File: config.mk
export PLATFORM = sky130hd
export DESIGN_NAME = nx_indirect_mem_arb_flat
export DESIGN_NICKNAME = d
export VERILOG_FILES = /design/src/rtl/nx_indirect_mem_arb_pkg.sv /design/src/rtl/nx_indirect_mem_arb_if.sv /design/src/rtl/nx_indirect_mem_arb.sv /design/src/flat_wrapper.sv
export SDC_FILE = /design/constraint.sdc
export NUM_CORES = 1
export LEC_CHECK = 0
export ABC_AREA = 1
export ABC_CLOCK_PERIOD_IN_PS = 2440
export BUFFER_PORTS_ARGS = -buffer_cell sky130_fd_sc_hd__buf_2
export CAP_MARGIN = 25
export CORE_AREA = 2 2 242 244
export CTS_BUF_LIST = sky130_fd_sc_hd__clkbuf_2
export CTS_CLUSTER_SIZE = 24
export DETAILED_ROUTE_END_ITERATION = 12
export DIE_AREA = 0 0 244 246
export HOLD_SLACK_MARGIN = 0.1
export PLACE_DENSITY = 0.37
export SKIP_CTS_REPAIR_TIMING = 1
export SLEW_MARGIN = 20
export SYNTH_ARGS = -nofsm -noshare
export SYNTH_HDL_FRONTEND = slang
export SYNTH_SLANG_ARGS = --single-unit
File: constraint.sdc
create_clock -name clk -period 2.44 [get_ports clk]
set_input_delay 0.366 -clock clk [delete_from_list [all_inputs] [get_ports clk]]
set_output_delay 0.366 -clock clk [all_outputs]
set_load 0.05 [all_outputs]
File: src/rtl/nx_indirect_mem_arb_pkg.sv
// Shared types for the indirect-access RAM arbiter.
// Read-return source and per-cycle arbiter decision.
package nx_indirect_mem_arb_pkg;

  typedef enum logic [1:0] {
    RS_NONE,
    RS_SW,
    RS_HW
  } rd_src_e;

  typedef enum logic [1:0] {
    DEC_NONE,
    DEC_SW,
    DEC_HW
  } arb_dec_e;

endpackage

File: src/rtl/nx_indirect_mem_arb_if.sv
// Bus bundle between SW controller, HW engine and the external RAM.
// slave = arbiter view, master = requester/RAM side.
interface nx_indirect_mem_arb_if #(
  parameter int N_ADDR_BITS = 9,
  parameter int N_DATA_BITS = 96
);

  logic                   sw_cs;
  logic                   sw_we;
  logic [N_ADDR_BITS-1:0] sw_add;
  logic [N_DATA_BITS-1:0] sw_wdat;
  logic                   sw_yield;
  logic                   sw_reset;
  logic                   grant;
  logic [N_DATA_BITS-1:0] sw_rdat;

  logic                   hw_req;
  logic                   hw_we;
  logic [N_ADDR_BITS-1:0] hw_add;
  logic [N_DATA_BITS-1:0] hw_wdat;
  logic                   hw_ack;
  logic                   hw_rvalid;
  logic [N_DATA_BITS-1:0] hw_rdat;

  logic                   mem_cs;
  logic                   mem_we;
  logic [N_ADDR_BITS-1:0] mem_add;
  logic [N_DATA_BITS-1:0] mem_wdat;
  logic [N_DATA_BITS-1:0] mem_rdat;

  modport slave (
    input  sw_cs, sw_we, sw_add, sw_wdat,
    input  sw_yield, sw_reset,
    output grant, sw_rdat,
    input  hw_req, hw_we, hw_add, hw_wdat,
    output hw_ack, hw_rvalid, hw_rdat,
    output mem_cs, mem_we, mem_add, mem_wdat,
    input  mem_rdat
  );

  modport master (
    output sw_cs, sw_we, sw_add, sw_wdat,
    output sw_yield, sw_reset,
    input  grant, sw_rdat,
    output hw_req, hw_we, hw_add, hw_wdat,
    input  hw_ack, hw_rvalid, hw_rdat,
    input  mem_cs, mem_we, mem_add, mem_wdat,
    output mem_rdat
  );

endinterface

File: src/rtl/nx_indirect_mem_arb.sv
// Single-port RAM arbiter between SW indirect access and HW engine.
// Same-cycle acceptance; read data returned one cycle later.
import nx_indirect_mem_arb_pkg::*;

module nx_indirect_mem_arb #(
  parameter int N_ADDR_BITS  = 9,
  parameter int N_DATA_BITS  = 96,
  parameter int MAX_HW_BURST = 8
) (
  input  logic clk,
  input  logic rst_n,
  nx_indirect_mem_arb_if.slave bus
);

  localparam logic [7:0] BURST_MAX = 8'(MAX_HW_BURST);

  arb_dec_e               dec;
  rd_src_e                rd_src;
  rd_src_e                rd_src_nxt;
  logic [7:0]             burst_cnt;
  logic [7:0]             burst_nxt;
  logic [N_DATA_BITS-1:0] hold_q;
  logic                   sw_win;
  logic                   hw_win;

  // Outputs are forced idle while reset is held.
  always_comb begin
    dec = DEC_NONE;
    if (!rst_n) begin
      dec = DEC_NONE;
    end else if (bus.sw_cs &&
                 (bus.sw_reset || bus.sw_yield ||
                  burst_cnt == BURST_MAX)) begin
      dec = DEC_SW;
    end else if (bus.hw_req && !bus.sw_reset) begin
      dec = DEC_HW;
    end else if (bus.sw_cs) begin
      dec = DEC_SW;
    end
  end

  assign sw_win = (dec == DEC_SW);
  assign hw_win = (dec == DEC_HW);

  assign bus.grant  = sw_win;
  assign bus.hw_ack = hw_win;
  assign bus.mem_cs = sw_win | hw_win;

  always_comb begin
    bus.mem_we   = 1'b0;
    bus.mem_add  = '0;
    bus.mem_wdat = '0;
    unique case (1'b1)
      sw_win: begin
        bus.mem_we   = bus.sw_we;
        bus.mem_add  = bus.sw_add;
        bus.mem_wdat = bus.sw_wdat;
      end
      hw_win: begin
        bus.mem_we   = bus.hw_we;
        bus.mem_add  = bus.hw_add;
        bus.mem_wdat = bus.hw_wdat;
      end
      default: ;
    endcase
  end

  always_comb begin
    burst_nxt  = burst_cnt;
    rd_src_nxt = RS_NONE;
    if (!bus.sw_cs || sw_win) begin
      burst_nxt = '0;
    end else if (hw_win && burst_cnt < BURST_MAX) begin
      burst_nxt = burst_cnt + 8'd1;
    end
    if (sw_win && !bus.sw_we) begin
      rd_src_nxt = RS_SW;
    end else if (hw_win && !bus.hw_we) begin
      rd_src_nxt = RS_HW;
    end
  end

  always_ff @(posedge clk or negedge rst_n) begin
    if (!rst_n) begin
      burst_cnt <= '0;
      rd_src    <= RS_NONE;
      hold_q    <= '0;
    end else begin
      burst_cnt <= burst_nxt;
      rd_src    <= rd_src_nxt;
      if (rd_src == RS_SW) begin
        hold_q <= bus.mem_rdat;
      end
    end
  end

  assign bus.hw_rvalid = (rd_src == RS_HW);
  assign bus.hw_rdat   = bus.hw_rvalid ? bus.mem_rdat : '0;
  assign bus.sw_rdat   = (rd_src == RS_SW) ? bus.mem_rdat : hold_q;

endmodule

File: src/flat_wrapper.sv
// flat-port wrapper written by rule: the top's interface ports become plain ports
module nx_indirect_mem_arb_flat 
#(
  parameter int N_ADDR_BITS  = 9,
  parameter int N_DATA_BITS  = 96,
  parameter int MAX_HW_BURST = 8
)
  (clk, rst_n, bus_sw_cs, bus_sw_we, bus_sw_add, bus_sw_wdat, bus_sw_yield, bus_sw_reset, bus_grant, bus_sw_rdat, bus_hw_req, bus_hw_we, bus_hw_add, bus_hw_wdat, bus_hw_ack, bus_hw_rvalid, bus_hw_rdat, bus_mem_cs, bus_mem_we, bus_mem_add, bus_mem_wdat, bus_mem_rdat);
  nx_indirect_mem_arb_if #(.N_ADDR_BITS(N_ADDR_BITS), .N_DATA_BITS(N_DATA_BITS)) bus_i ();
  input  logic clk;
  input  logic rst_n;
  input wire logic [$bits(bus_i.sw_cs)-1:0] bus_sw_cs;
  input wire logic [$bits(bus_i.sw_we)-1:0] bus_sw_we;
  input wire logic [$bits(bus_i.sw_add)-1:0] bus_sw_add;
  input wire logic [$bits(bus_i.sw_wdat)-1:0] bus_sw_wdat;
  input wire logic [$bits(bus_i.sw_yield)-1:0] bus_sw_yield;
  input wire logic [$bits(bus_i.sw_reset)-1:0] bus_sw_reset;
  output wire logic [$bits(bus_i.grant)-1:0] bus_grant;
  output wire logic [$bits(bus_i.sw_rdat)-1:0] bus_sw_rdat;
  input wire logic [$bits(bus_i.hw_req)-1:0] bus_hw_req;
  input wire logic [$bits(bus_i.hw_we)-1:0] bus_hw_we;
  input wire logic [$bits(bus_i.hw_add)-1:0] bus_hw_add;
  input wire logic [$bits(bus_i.hw_wdat)-1:0] bus_hw_wdat;
  output wire logic [$bits(bus_i.hw_ack)-1:0] bus_hw_ack;
  output wire logic [$bits(bus_i.hw_rvalid)-1:0] bus_hw_rvalid;
  output wire logic [$bits(bus_i.hw_rdat)-1:0] bus_hw_rdat;
  output wire logic [$bits(bus_i.mem_cs)-1:0] bus_mem_cs;
  output wire logic [$bits(bus_i.mem_we)-1:0] bus_mem_we;
  output wire logic [$bits(bus_i.mem_add)-1:0] bus_mem_add;
  output wire logic [$bits(bus_i.mem_wdat)-1:0] bus_mem_wdat;
  input wire logic [$bits(bus_i.mem_rdat)-1:0] bus_mem_rdat;
  assign bus_i.sw_cs = bus_sw_cs;
  assign bus_i.sw_we = bus_sw_we;
  assign bus_i.sw_add = bus_sw_add;
  assign bus_i.sw_wdat = bus_sw_wdat;
  assign bus_i.sw_yield = bus_sw_yield;
  assign bus_i.sw_reset = bus_sw_reset;
  assign bus_grant = bus_i.grant;
  assign bus_sw_rdat = bus_i.sw_rdat;
  assign bus_i.hw_req = bus_hw_req;
  assign bus_i.hw_we = bus_hw_we;
  assign bus_i.hw_add = bus_hw_add;
  assign bus_i.hw_wdat = bus_hw_wdat;
  assign bus_hw_ack = bus_i.hw_ack;
  assign bus_hw_rvalid = bus_i.hw_rvalid;
  assign bus_hw_rdat = bus_i.hw_rdat;
  assign bus_mem_cs = bus_i.mem_cs;
  assign bus_mem_we = bus_i.mem_we;
  assign bus_mem_add = bus_i.mem_add;
  assign bus_mem_wdat = bus_i.mem_wdat;
  assign bus_i.mem_rdat = bus_mem_rdat;
  nx_indirect_mem_arb #(.N_ADDR_BITS(N_ADDR_BITS), .N_DATA_BITS(N_DATA_BITS), .MAX_HW_BURST(MAX_HW_BURST)) u_core (.clk(clk), .rst_n(rst_n), .bus(bus_i));
endmodule
; ---- Yosys cells after proc, flatten, opt, wreduce, memory -nomap -nowiden
; Index checks and enable logic that the tools add are counted.
[totals]
reg_bits = 106
in_bits = 314
out_inout_bits = 302
[op_classes]
n_addsub = 1
order_cmp = 1
eq_ne = 5
n_mux = 13
n_bitwise = 1
reduce_logical = 13
[ops]
columns = operator, n
row1 = two-way mux 96 bit, 2
row2 = case mux 96 bit (2 select lines), 1
row3 = case mux 9 bit (2 select lines), 1
row4 = two-way mux 8 bit, 2
row5 = two-way mux 2 bit, 5
row6 = adder 8 x 1 -> 8 bit (second input constant), 1
row7 = == test 8 x 4 -> 1 bit (second input constant), 1
row8 = < comparator 8 x 4 -> 1 bit (second input constant), 1
row9 = logical AND 1 bit, 5
row10 = == test 2 x 1 -> 1 bit (second input constant), 2
row11 = == test 2 bit (second input constant), 2
row12 = zero test 1 bit, 4
row13 = logical OR 1 bit, 3
row14 = case mux 1 bit (2 select lines), 1
row15 = nonzero test 2 bit, 1
row16 = two-way mux 1 bit, 1
row17 = bitwise OR 1 bit, 1

; ---- Longest topological paths before layout
[depth]
ltp_word = 9
ltp_mapped = 14

; ---- Least setup slack after synthesis
; OpenSTA, ideal clock, no wires.
[synth_timing]
path_kind = register to output
from = register u_core.burst_cnt[0]
to = output bus_mem_wdat[16]
arrival_time_ns = 2.820
slack_ns = -0.746
path_stages_with_launch = 11
path_cell_list = dfrtp_1 -> inv_1 -> ha_1 -> nand3_1 -> o21ai_0 -> a21oi_1 -> ha_1 -> buf_2 -> clkbuf_1 -> nand2_1 -> a21oi_1
[synth_via]
elab_chain_cells = 7
word_cells_on_any_way = 8
classes_between = eq/ne: 3 / mux: 3 / reduce/logical: 2
[synth_rtl]
columns = item, line
row1 = start: declaration, nx_indirect_mem_arb.sv:20  ; logic [7:0] burst_cnt;
row2 = start signal: assignment, nx_indirect_mem_arb.sv:89  ; burst_cnt <= burst_nxt;
row3 = == test 8 x 4 -> 1 bit, nx_indirect_mem_arb.sv:33  ; burst_cnt == BURST_MAX)) begin
row4 = logical OR 1 bit, nx_indirect_mem_arb.sv:32  ; (bus.sw_reset || bus.sw_yield ||
row5 = logical AND 1 bit, nx_indirect_mem_arb.sv:31  ; end else if (bus.sw_cs &&
row6 = two-way mux 2 bit, nx_indirect_mem_arb.sv:31
row7 = two-way mux 2 bit, nx_indirect_mem_arb.sv:29  ; if (!rst_n) begin
row8 = == test 2 bit, nx_indirect_mem_arb.sv:43  ; assign hw_win = (dec == DEC_HW);
row9 = net bus_hw_ack, flat_wrapper.sv:24  ; output wire logic [$bits(bus_i.hw_ack)-1:0] bus_hw_ack;
row10 = case mux 96 bit (2 select lines), nx_indirect_mem_arb.sv:53  ; unique case (1'b1)
row11 = end: declaration, flat_wrapper.sv:30  ; output wire logic [$bits(bus_i.mem_wdat)-1:0] bus_mem_wdat;
; The timed path passes the listed nets, and every way through them passes these cells.

; ---- Worst setup path in the final report
[layout_timing]
from = register u_core.burst_cnt[0]
to = output bus_mem_wdat[9]
[layout_via]
elab_chain_cells = 7
word_cells_on_any_way = 8
classes_between = eq/ne: 3 / mux: 3 / reduce/logical: 2
[layout_rtl]
columns = item, line
row1 = == test 8 x 4 -> 1 bit (*), nx_indirect_mem_arb.sv:33
row2 = logical OR 1 bit (*), nx_indirect_mem_arb.sv:32
row3 = logical AND 1 bit (*), nx_indirect_mem_arb.sv:31
row4 = two-way mux 2 bit (*), nx_indirect_mem_arb.sv:31
row5 = two-way mux 2 bit (*), nx_indirect_mem_arb.sv:29
row6 = == test 2 bit or == test 2 x 1 -> 1 bit (tied branches), "nx_indirect_mem_arb.sv:43, nx_indirect_mem_arb.sv:42"
row7 = case mux 96 bit (2 select lines) (*), nx_indirect_mem_arb.sv:53
; Every way passes the cells marked *; elsewhere a longest branch is shown, timed or not.

==> flow_metrics.tcl <==
set metrics [dict create \
    synth-main-ff-cell "dfrtp_1" \
    skew_ns 0.03133 \
    grt_pass1_vias 7983 \
    clkSinkCount 106 \
    ant_nets 0 \
    synth_most_common_cell "nand2_1" \
    totalWireLength_um 35730 \
    regToRegEndpoint "u_core.burst_cnt[3]" \
    num_vias 8764 \
    syn_area_per_cell_um2 6.610 \
    design.core.area_um2 57370 \
    drtPass1Iterations 5 \
    dieArea_um2 60020 \
    arrival_ns 2.82 \
    drv_cap 0 \
    holdPathEnd "u_core.burst_cnt[2]" \
    seq_area_um2 2654 \
    root_buffer "clkbuf_2" \
    ys_top_cells_by_area "dfrtp_1, nand2_1, a21oi_1, o21ai_0, inv_1" \
    grt_max_degree 82 \
    finalCritPeriodShare 1.305 \
    clock_latency_ns 0.75 \
    ys_async_sr_fraction 1.000 \
    period_needed_ns 3.185 \
    rsz0062_at_grt "yes" \
    drive_above_1_share 0.4873 \
    h-tree-depth 3 \
    start_kind "flop" \
    placementRows 88 \
    crit_required_ns 2.07 \
    cts_tree "yes" \
    end_kind "output pin" \
    path_clk_slew_ns 0.35 \
    pin_count 616 \
    max-clock-path-buffers 2 \
    syn_nets 1266 \
    grt_pass1_wl_um 46420 \
    synth-edff-count 0 \
    r2r_start "u_core.burst_cnt[0]" \
    max_freq_ghz 0.3140 \
    slew_violations 0 \
    synth_warnings 0 \
    slew_headroom 0.4402 \
    wl_per_cell_um 14.70 \
    antenna_found_initial 7 \
    grt_use_total 0.1016 \
    multi_input_area_um2 3616 \
    tightest_slew_ns 0.8397 \
    place_ws_ns -0.1540 \
    hp-class "in -> reg" \
    leakagePower_nw 6.758 \
    finalHoldViolations 0 \
    hold_start "bus_hw_req" \
    netlist_instances 946 \
    drc_errors 0 \
    holdPathStages 8 \
    hold_slack_ns 0.2768 \
    final-setup-viol-count 297 \
    fp.dieW_um 244 \
    synth_top_area_cell "dfrtp_1" \
    stdcell_count 2431 \
    gp_congestion 0.8539 \
    grt-ovfl-total 0 \
    synth_common_cells "nand2_1, inv_1, nor2_1, a21oi_1, dfrtp_1" \
    synth.top_cell.area_share 0.4242 \
    cts_buffers 9 \
    setup_tns_ns -113.39 \
    path_class "reg -> out" \
    syn2layout_area_growth_pct 112.4 \
    yosysUniqueCellTypes 17 \
    num-fill-cells 6330 \
    crit_fanout 7 \
    drt-vias-per-instance 3.605 \
    die_h_um 246 \
    netlist_area_um2 6253 \
    status "finished with violations" \
    first_iter_violations 367 \
    dp.cells 2289 \
    initial_utilization 0.1090 \
    irDropWorstVdd_mv 0.2924 \
    finalWorstSetupSlack_ns -0.7447 \
    r2r_cells 14 \
    seq_area_frac_synth 0.4242 \
    r2r_slack_ns 0.27 \
    power-per-cell-area_nw_per_um2 490.5 \
    port_buffers 615 \
    nets 1975 \
    hpwl_um 26830 \
    violations "negative setup slack" \
    ys_ff_latch 106 \
]
[where the power goes]
part / total (mW) / switching, mW / internal, mW / leakage [nW]
clock: 0.988 / 0.727 / 0.260 / 0.0788
sequential: 2.17 / 0.0848 / 2.09 / 1.31
combinational: 3.36 / 2.42 / 0.935 / 5.37
[worst max path at each step]
stage	startpoint	end	slack, ns
3_5_place_dp	u_core.burst_cnt[0]	bus_mem_wdat[54]	-0.15
5_1_grt	u_core.burst_cnt[1]	bus_mem_wdat[74]	-0.99
4_1_cts	u_core.burst_cnt[0]	bus_mem_wdat[54]	-1.23
3_3_place_gp	u_core.burst_cnt[0]	bus_mem_wdat[54]	-0.16
2_1_floorplan	u_core.burst_cnt[0]	bus_mem_wdat[17]	-0.31
6_report	u_core.burst_cnt[0]	bus_mem_wdat[9]	-0.74
[cells in the final DEF (no fill, tap or decap), types with 40 or more instances in the layout]
cell type      netlist  routed
inv_1              116     111
nand2_1            323     286
a21oi_4              0      40
dfrtp_1            106     105
dlygate4sd3_1        0     101
buf_4               12      55
buf_2               30     505
buf_6                4      59
nor2_1             109     107
o21ai_0             97      94
[stage by stage]
stage          utilization  power, mW  area, um2
6_report            0.2315      6.515      13280
5_1_grt             0.2314      6.906      13280
4_1_cts             0.1925      6.351      11040
3_5_place_dp        0.1902      5.278      10910
3_3_place_gp        0.1902      5.279      10910
2_1_floorplan            -      4.318       6794
[final cells by class]
class / count / share of cell area
Tap cell: 765 / 0.07207
Clock buffer: 9 / 0.003391
Sequential cell: 106 / 0.1998
Multi-Input combinational cell: 656 / 0.2723
Antenna cell: 6 / 0.001130
Inverter: 117 / 0.03335
Clock inverter: 7 / 0.006594
Timing Repair Buffer: 765 / 0.4114
[layer usage]
metal	vias up	global-route usage	part of all wire
met4	0	0.03659	0.024
met5	-	0	0
met2	395	0.1949	0.54
li1	4335	-	-
met3	44	0.02102	0.057
met1	3990	0.1091	0.38
[critical path, cell delays in order (launching register included)]
cell	delay [ns]
dfrtp_1	0.48
inv_2	0.08
ha_4	0.14
nand3_4	0.07
inv_2	0.06
nand2_2	0.05
nand3_2	0.08
nand2_4	0.08
inv_4	0.07
ha_4	0.17
buf_12	0.15
clkbuf_16	0.17
nand2_1	0.09
a21oi_4	0.15
buf_4	0.21
[cell families after synthesis]
| kind of cell | count (synthesis) | synth area share |
|---|---|---|
| buf+inv | 184 | 0.1285 |
| fa+ha+maj | 6 | 0.01200 |
| simple gates | 445 | 0.2713 |
| flops | 106 | 0.4242 |
| compound gates | 205 | 0.1641 |
[flip-flops by register name (all words and copies together) (netlist names)]
register / flops
u_core.hold_q: 96
u_core.burst_cnt: 8
u_core.rd_src: 2
(Power assumes the default switching activity.)
